[src/rtl/banco_contadores_actividad_if.sv]
// Control, monitored-bus and read-port signals of the activity counter bank.
// master drives the buses and read requests; slave is the counter bank itself.
interface banco_contadores_actividad_if #(
    parameter int unsigned NUM_CANALES = 3,
    parameter int unsigned ANCHO_SENAL = 8,
    parameter int unsigned ANCHO_CONT  = 32,
    parameter int unsigned ANCHO_DIR   = 2
);
    logic                               habilitar;
    logic [NUM_CANALES*ANCHO_SENAL-1:0] senales;
    logic                               borrar;
    logic                               leer;
    logic [ANCHO_DIR-1:0]               dir;
    logic [ANCHO_CONT-1:0]              dato;
    logic                               dato_valido;
    logic [NUM_CANALES-1:0]             saturado;

    modport master (
        output habilitar, senales, borrar, leer, dir,
        input  dato, dato_valido, saturado
    );

    modport slave (
        input  habilitar, senales, borrar, leer, dir,
        output dato, dato_valido, saturado
    );
endinterface

[src/rtl/banco_contadores_actividad.sv]
// Per-channel saturating bit-toggle counters plus a shared cycle counter,
// with a registered read port addressed by dir.
module banco_contadores_actividad #(
    parameter int unsigned NUM_CANALES = 3,
    parameter int unsigned ANCHO_SENAL = 8,
    parameter int unsigned ANCHO_CONT  = 32,
    parameter int unsigned ANCHO_DIR   = 2
) (
    input logic                          clk,
    input logic                          reset,
    banco_contadores_actividad_if.slave  bus
);
    localparam int unsigned ANCHO_POP  = $clog2(ANCHO_SENAL + 1);
    localparam int unsigned ANCHO_SUMA = ANCHO_CONT + 1;
    localparam logic [ANCHO_CONT-1:0] CONT_MAX = '1;

    logic [ANCHO_SENAL-1:0] previo_q [NUM_CANALES];
    logic [ANCHO_CONT-1:0]  cont_q   [NUM_CANALES];
    logic [ANCHO_CONT-1:0]  cont_d   [NUM_CANALES];
    logic [ANCHO_POP-1:0]   inc      [NUM_CANALES];
    logic [ANCHO_SUMA-1:0]  suma     [NUM_CANALES];
    logic [ANCHO_CONT-1:0]  ciclos_q, ciclos_d;
    logic [NUM_CANALES-1:0] saturado_q, saturado_d;
    logic [ANCHO_CONT-1:0]  dato_q, lectura;
    logic                   dato_valido_q;
    logic                   cebado_q;
    logic                   contar;

    // Toggle count per channel; one extra sum bit exposes overflow past CONT_MAX.
    always_comb begin
        for (int k = 0; k < NUM_CANALES; k++) begin
            inc[k] = '0;
            for (int b = 0; b < ANCHO_SENAL; b++) begin
                inc[k] = inc[k] + ANCHO_POP'(bus.senales[k*ANCHO_SENAL + b] ^ previo_q[k][b]);
            end
            suma[k] = {1'b0, cont_q[k]} + ANCHO_SUMA'(inc[k]);
        end
    end

    always_comb begin
        contar     = bus.habilitar && cebado_q && !bus.borrar;
        ciclos_d   = ciclos_q;
        saturado_d = saturado_q;
        for (int k = 0; k < NUM_CANALES; k++) begin
            cont_d[k] = cont_q[k];
        end
        if (bus.borrar) begin
            ciclos_d   = '0;
            saturado_d = '0;
            for (int k = 0; k < NUM_CANALES; k++) begin
                cont_d[k] = '0;
            end
        end else if (contar) begin
            for (int k = 0; k < NUM_CANALES; k++) begin
                if (suma[k] >= {1'b0, CONT_MAX}) begin
                    cont_d[k]     = CONT_MAX;
                    saturado_d[k] = 1'b1;
                end else begin
                    cont_d[k] = suma[k][ANCHO_CONT-1:0];
                end
            end
            if (ciclos_q != CONT_MAX) begin
                ciclos_d = ciclos_q + 1'b1;
            end
        end
    end

    // Read mux sees pre-edge state; unmapped addresses return zero.
    always_comb begin
        lectura = '0;
        for (int k = 0; k < NUM_CANALES; k++) begin
            if (bus.dir == ANCHO_DIR'(k)) begin
                lectura = cont_q[k];
            end
        end
        if (bus.dir == ANCHO_DIR'(NUM_CANALES)) begin
            lectura = ciclos_q;
        end
    end

    always_ff @(posedge clk or posedge reset) begin
        if (reset) begin
            for (int k = 0; k < NUM_CANALES; k++) begin
                previo_q[k] <= '0;
                cont_q[k]   <= '0;
            end
            ciclos_q      <= '0;
            saturado_q    <= '0;
            cebado_q      <= 1'b0;
            dato_q        <= '0;
            dato_valido_q <= 1'b0;
        end else begin
            for (int k = 0; k < NUM_CANALES; k++) begin
                previo_q[k] <= bus.senales[k*ANCHO_SENAL +: ANCHO_SENAL];
                cont_q[k]   <= cont_d[k];
            end
            ciclos_q      <= ciclos_d;
            saturado_q    <= saturado_d;
            cebado_q      <= !bus.borrar;
            dato_valido_q <= bus.leer;
            if (bus.leer) begin
                dato_q <= lectura;
            end
        end
    end

    assign bus.dato        = dato_q;
    assign bus.dato_valido = dato_valido_q;
    assign bus.saturado    = saturado_q;
endmodule

[src/flat_wrapper.sv]
// flat-port wrapper written by rule: the top's interface ports become plain ports
module banco_contadores_actividad_flat 
#(
    parameter int unsigned NUM_CANALES = 3,
    parameter int unsigned ANCHO_SENAL = 8,
    parameter int unsigned ANCHO_CONT  = 32,
    parameter int unsigned ANCHO_DIR   = 2
)
  (clk, reset, bus_habilitar, bus_senales, bus_borrar, bus_leer, bus_dir, bus_dato, bus_dato_valido, bus_saturado);
  banco_contadores_actividad_if #(.NUM_CANALES(NUM_CANALES), .ANCHO_SENAL(ANCHO_SENAL), .ANCHO_CONT(ANCHO_CONT), .ANCHO_DIR(ANCHO_DIR)) bus_i ();
  input logic clk;
  input logic reset;
  input wire logic [$bits(bus_i.habilitar)-1:0] bus_habilitar;
  input wire logic [$bits(bus_i.senales)-1:0] bus_senales;
  input wire logic [$bits(bus_i.borrar)-1:0] bus_borrar;
  input wire logic [$bits(bus_i.leer)-1:0] bus_leer;
  input wire logic [$bits(bus_i.dir)-1:0] bus_dir;
  output wire logic [$bits(bus_i.dato)-1:0] bus_dato;
  output wire logic [$bits(bus_i.dato_valido)-1:0] bus_dato_valido;
  output wire logic [$bits(bus_i.saturado)-1:0] bus_saturado;
  assign bus_i.habilitar = bus_habilitar;
  assign bus_i.senales = bus_senales;
  assign bus_i.borrar = bus_borrar;
  assign bus_i.leer = bus_leer;
  assign bus_i.dir = bus_dir;
  assign bus_dato = bus_i.dato;
  assign bus_dato_valido = bus_i.dato_valido;
  assign bus_saturado = bus_i.saturado;
  banco_contadores_actividad #(.NUM_CANALES(NUM_CANALES), .ANCHO_SENAL(ANCHO_SENAL), .ANCHO_CONT(ANCHO_CONT), .ANCHO_DIR(ANCHO_DIR)) u_core (.clk(clk), .reset(reset), .bus(bus_i));
endmodule
[config.mk]
export PLATFORM = sky130hd
export DESIGN_NAME = banco_contadores_actividad_flat
export DESIGN_NICKNAME = d
export VERILOG_FILES = /design/src/rtl/banco_contadores_actividad_if.sv /design/src/rtl/banco_contadores_actividad.sv /design/src/flat_wrapper.sv
export SDC_FILE = /design/constraint.sdc
export NUM_CORES = 1
export LEC_CHECK = 0
export ABC_AREA = 1
export BUFFER_PORTS_ARGS = -buffer_cell sky130_fd_sc_hd__buf_2
export CORE_ASPECT_RATIO = 2
export CORE_MARGIN = 2
export CORE_UTILIZATION = 39
export CTS_CLUSTER_DIAMETER = 60
export DETAILED_ROUTE_END_ITERATION = 6
export MAX_ROUTING_LAYER = met4
export PLACE_DENSITY_LB_ADDON = 0.05
export SKIP_LAST_GASP = 1
export SYNTH_ARGS = -nofsm -noshare
export SYNTH_HDL_FRONTEND = slang
export SYNTH_SLANG_ARGS = --single-unit
[constraint.sdc]
create_clock -name clk -period 6.6 [get_ports clk]
set_clock_uncertainty 0.2 [all_clocks]
set_input_delay 1.32 -clock clk [delete_from_list [all_inputs] [get_ports clk]]
set_output_delay 1.32 -clock clk [all_outputs]
set_load 0.05 [all_outputs]
==> summary.txt <==
Power
  – Sequential share of power: 38.9%
  – Clk network pwr share: 35.1%
  – Pwr dens: 214.6 nW/um2
  – Leak Pwr: 6.768 nW
  – Net Sw Frac: 34.95%
  – Cell Int Power: 0.002067 W
  – Net Switching: 0.001110 W
  – Gate power share: 26.0%
  – VDD IR max: 0.2166 mV

Setup path
  – Worst-path maximum fanout: 7
  – Crit path capture type: flip-flop
  – Req. time, crit path: 6.80 ns
  – Worst Path Arrival: 6.42 ns
  – Critical path type: primary input to flip-flop
  – Startpoint type of the worst setup path: primary input

Global routing
  – Largest net degree at the start of global routing: 113
  – First-pass GRT wire length: 79610 um
  – GRT Residual Overflow: 0
  – Number of global-route vias before repair: 13660
  – GRT Util Overall: 31.63%
  – Initial antenna violation count: 0

Yosys
  – Syn Nets: 2012
  – Yosys warnings: 0
  – Area leader, netlist: dfrtp_1
  – Cell area after synthesis: 13130 um2
  – Adder-cell share of the synthesized area: 4.385%
  – Largest family of logic cells by synthesized area: simple AND/OR/NAND/NOR gates
  – Syn Inst Count: 1944
  – Post-synth top cells: nand2_1 (637), inv_1 (269), nor2_1 (193)
  – Synth Flop Type: dfrtp_1
  – Synthesized flop and latch total: 189
  – EDFF count, synth: 0
  – Post-synthesis compound-gate area fraction: 10.18%
  – Count leader, synth: nand2_1
  – Synth unique cells: 41
  – Synth Area in Simple Gates: 36.49%
  – Synth Area in XOR/XNOR: 3.136%
  – Synth top area share: 36.03%
  – Synth top area cells: dfrtp_1 (36%), nand2_1 (18%), inv_1 (7.7%)
  – Post-synthesis async set-or-reset flop share: 100.0%
  – Seq/Total Area, Yosys: 36.03%
  – Mux contribution to synthesized area: 0%
  – Syn avg cell area: 6.752 um2

Final layout
  – Area Overhead vs Synth: 12.82%
  – Layout cells sized above 1: 9.627%
  – Diode count: 0
  – Final Non-Filler Cells: 2472
  – Filler Cell Count: 3583
  – Final core occ: 44.33%
  – Final #Nets: 2093

Placement
  – IO buf count: 66
  – Dpl hpwl: 42750 um
  – GP Congestion: 1.059
  – Placed cell count: 2442

Routing
  – Total wire length: 53240 um
  – Detailed router's first-iteration violation count: 783
  – Remaining antenna violation count: 0
  – Wire length per cell: 21.54 um
  – DR DRC count: 0
  – Via count: 13560
  – Via density: 5.486
  – Drt pass-1 iters: 7

Floorplan
  – Die height: 263.4 um
  – Initial Util: 39.30%
  – Total core area: 33400 um2
  – Cell row count: 95
  – Chip width: 133.7 um
  – Die area: 35230 um2
  – I/O pin cnt: 67

Job
  – Max-cap violation count: 0

STA
  – Final setup violating endpoints: 0
  – Final Hold Vio Count: 0
  – Crit share post-route: 94.28%
  – RSZ-0062 raised after global routing: no
  – Slew headroom: 26.69%
  – Final-report max-slew violation count: 0
  – Max Clk Rate: 160.7 MHz
  – Min Tclk post-route: 6.223 ns
  – Tightest Pin Transition: 1.098 ns

Clocking
  – CTS Buffer Depth: 2
  – CTS tree: built
  – Clk sinks: 189
  – Skew-Pair Late Insertion Delay: 0.47 ns
  – Clk slew on worst S/H paths: 0.07 ns
  – Cts bufs inserted: 17
  – H-tree levels: 4
  – Clock Root Buffer: clkbuf_16
  – Hold Buf Count CTS: 0

Worst hold path
  – Hold WC Path Type: flip-flop to flip-flop

Run status
  – Outcome: complete, no violations
[metal layers]
metal | up-vias | global-route usage [%] | share of wire, %
met1 | 6388 | 28.23 | 32
li1 | 6455 | - | -
met2 | 475 | 58.06 | 54
met5 | - | - | 0
met4 | 0 | 26.85 | 11
met3 | 243 | 3.466 | 3.0
[power groups by stage]
stage	Clock [W]	Combinational (W)	Sequential (W)
floorplan	0	0.000515	0.00126
global placement	0	0.000823	0.00126
detailed placement	0	0.000829	0.00126
CTS	0.00114	0.000835	0.00124
global route	0.00118	0.000920	0.00124
finish	0.00112	0.000825	0.00124
[cell families after synthesis]
group / after synthesis
compound gates: 219
xor+xnor: 47
fa+ha+maj: 37
flops: 189
buf+inv: 326
simple gates: 1126
[through the flow]
step / instance area (um2) / TNS [ns] / setup WS, ns / power [W] / hold WS [ns]
floorplan: 13130 / 0 / 0.6626 / 0.001776 / 0.2762
global placement: 14200 / -6.055 / -0.1214 / 0.002083 / 0.2632
detailed placement: 14200 / -6.445 / -0.1485 / 0.002088 / 0.2652
CTS: 14800 / 0 / 0.3404 / 0.003212 / 0.2858
global route: 14810 / 0 / 0.06325 / 0.003337 / 0.3151
finish: 14810 / 0 / 0.3772 / 0.003178 / 0.2812
[timing repair]
item,in CTS,in global routing
hold endpoints to repair,0,0
gates resized for setup,0,2
setup endpoints to repair,0,13
setup buffers,0,0
[worst max-delay path: stages]
cell and delay [ns]:
buf_2 0.11, xnor2_1 0.14, fa_1 0.54, inv_1 0.06, fa_1 0.53, inv_1 0.06
fa_1 0.53, inv_1 0.04, ha_1 0.22, fa_1 0.50, fa_1 0.45, nand2_1 0.11
nand2_1 0.12, buf_4 0.16, nand2_1 0.10, nand2_1 0.06, nand2_1 0.12, nand3_1 0.09
nor2_1 0.09, nand2_1 0.06, nor2_1 0.10, nand2_1 0.07, nor2_1 0.23, nand3_1 0.13
nand2_1 0.10, nand2_2 0.10, buf_4 0.22, nand3_1 0.08
[state kept, by name (all words and copies together) (netlist names)]
register	flops
u_core.previo_q	24
u_core.bus.saturado	3
u_core.bus.dato_valido	1
u_core.bus.dato	32
u_core.cont_q	96
u_core.cebado_q	1
u_core.ciclos_q	32
[area by class of cell]
type	count	area, um2	share of cell area [%]
Timing Repair Buffer	117	775.7	5.239
Inverter	271	1021	6.895
Sequential cell	189	4730	31.94
Clock inverter	11	150.1	1.014
Multi-Input combinational cell	1429	7133	48.17
Tap cell	436	545.5	3.684
Clock buffer	19	452.9	3.059
[placed cells by master, fill, tap and decap left out, types with 18 or more instances in the layout]
master      n
a221oi_1   29
nand4_1    47
o21ai_0    82
nand3_1   163
xnor2_1    18
buf_4      46
buf_2      66
nand2_2    18
nor2_1    191
nor3_1     31
nand2_1   636
o22ai_1    63
inv_1     267
dfrtp_1   189
xor2_1     29
ha_1       21
a21oi_1    21
[final timing paths]
check | start | endpoint | cells past startpoint | slack, ns
setup / recovery | bus_senales[7] | u_core.cont_q[94]$_DFFE_PP0P_ | 28 | 0.38
hold / removal | u_core.bus.dato[27]$_DFFE_PP0P_ | u_core.bus.dato[27]$_DFFE_PP0P_ | 2 | 0.28
setup reg to reg | u_core.previo_q[23]$_DFF_PP0_ | u_core.cont_q[94]$_DFFE_PP0P_ | 27 | 0.95
hold reg to reg | u_core.bus.dato[27]$_DFFE_PP0P_ | u_core.bus.dato[27]$_DFFE_PP0P_ | 2 | 0.28
max in group asynchronous | reset | u_core.cont_q[37]$_DFFE_PP0P_ | 3 | 4.28
min in group asynchronous | reset | u_core.cont_q[13]$_DFFE_PP0P_ | 2 | 0.73
(Power assumes the default switching activity.)
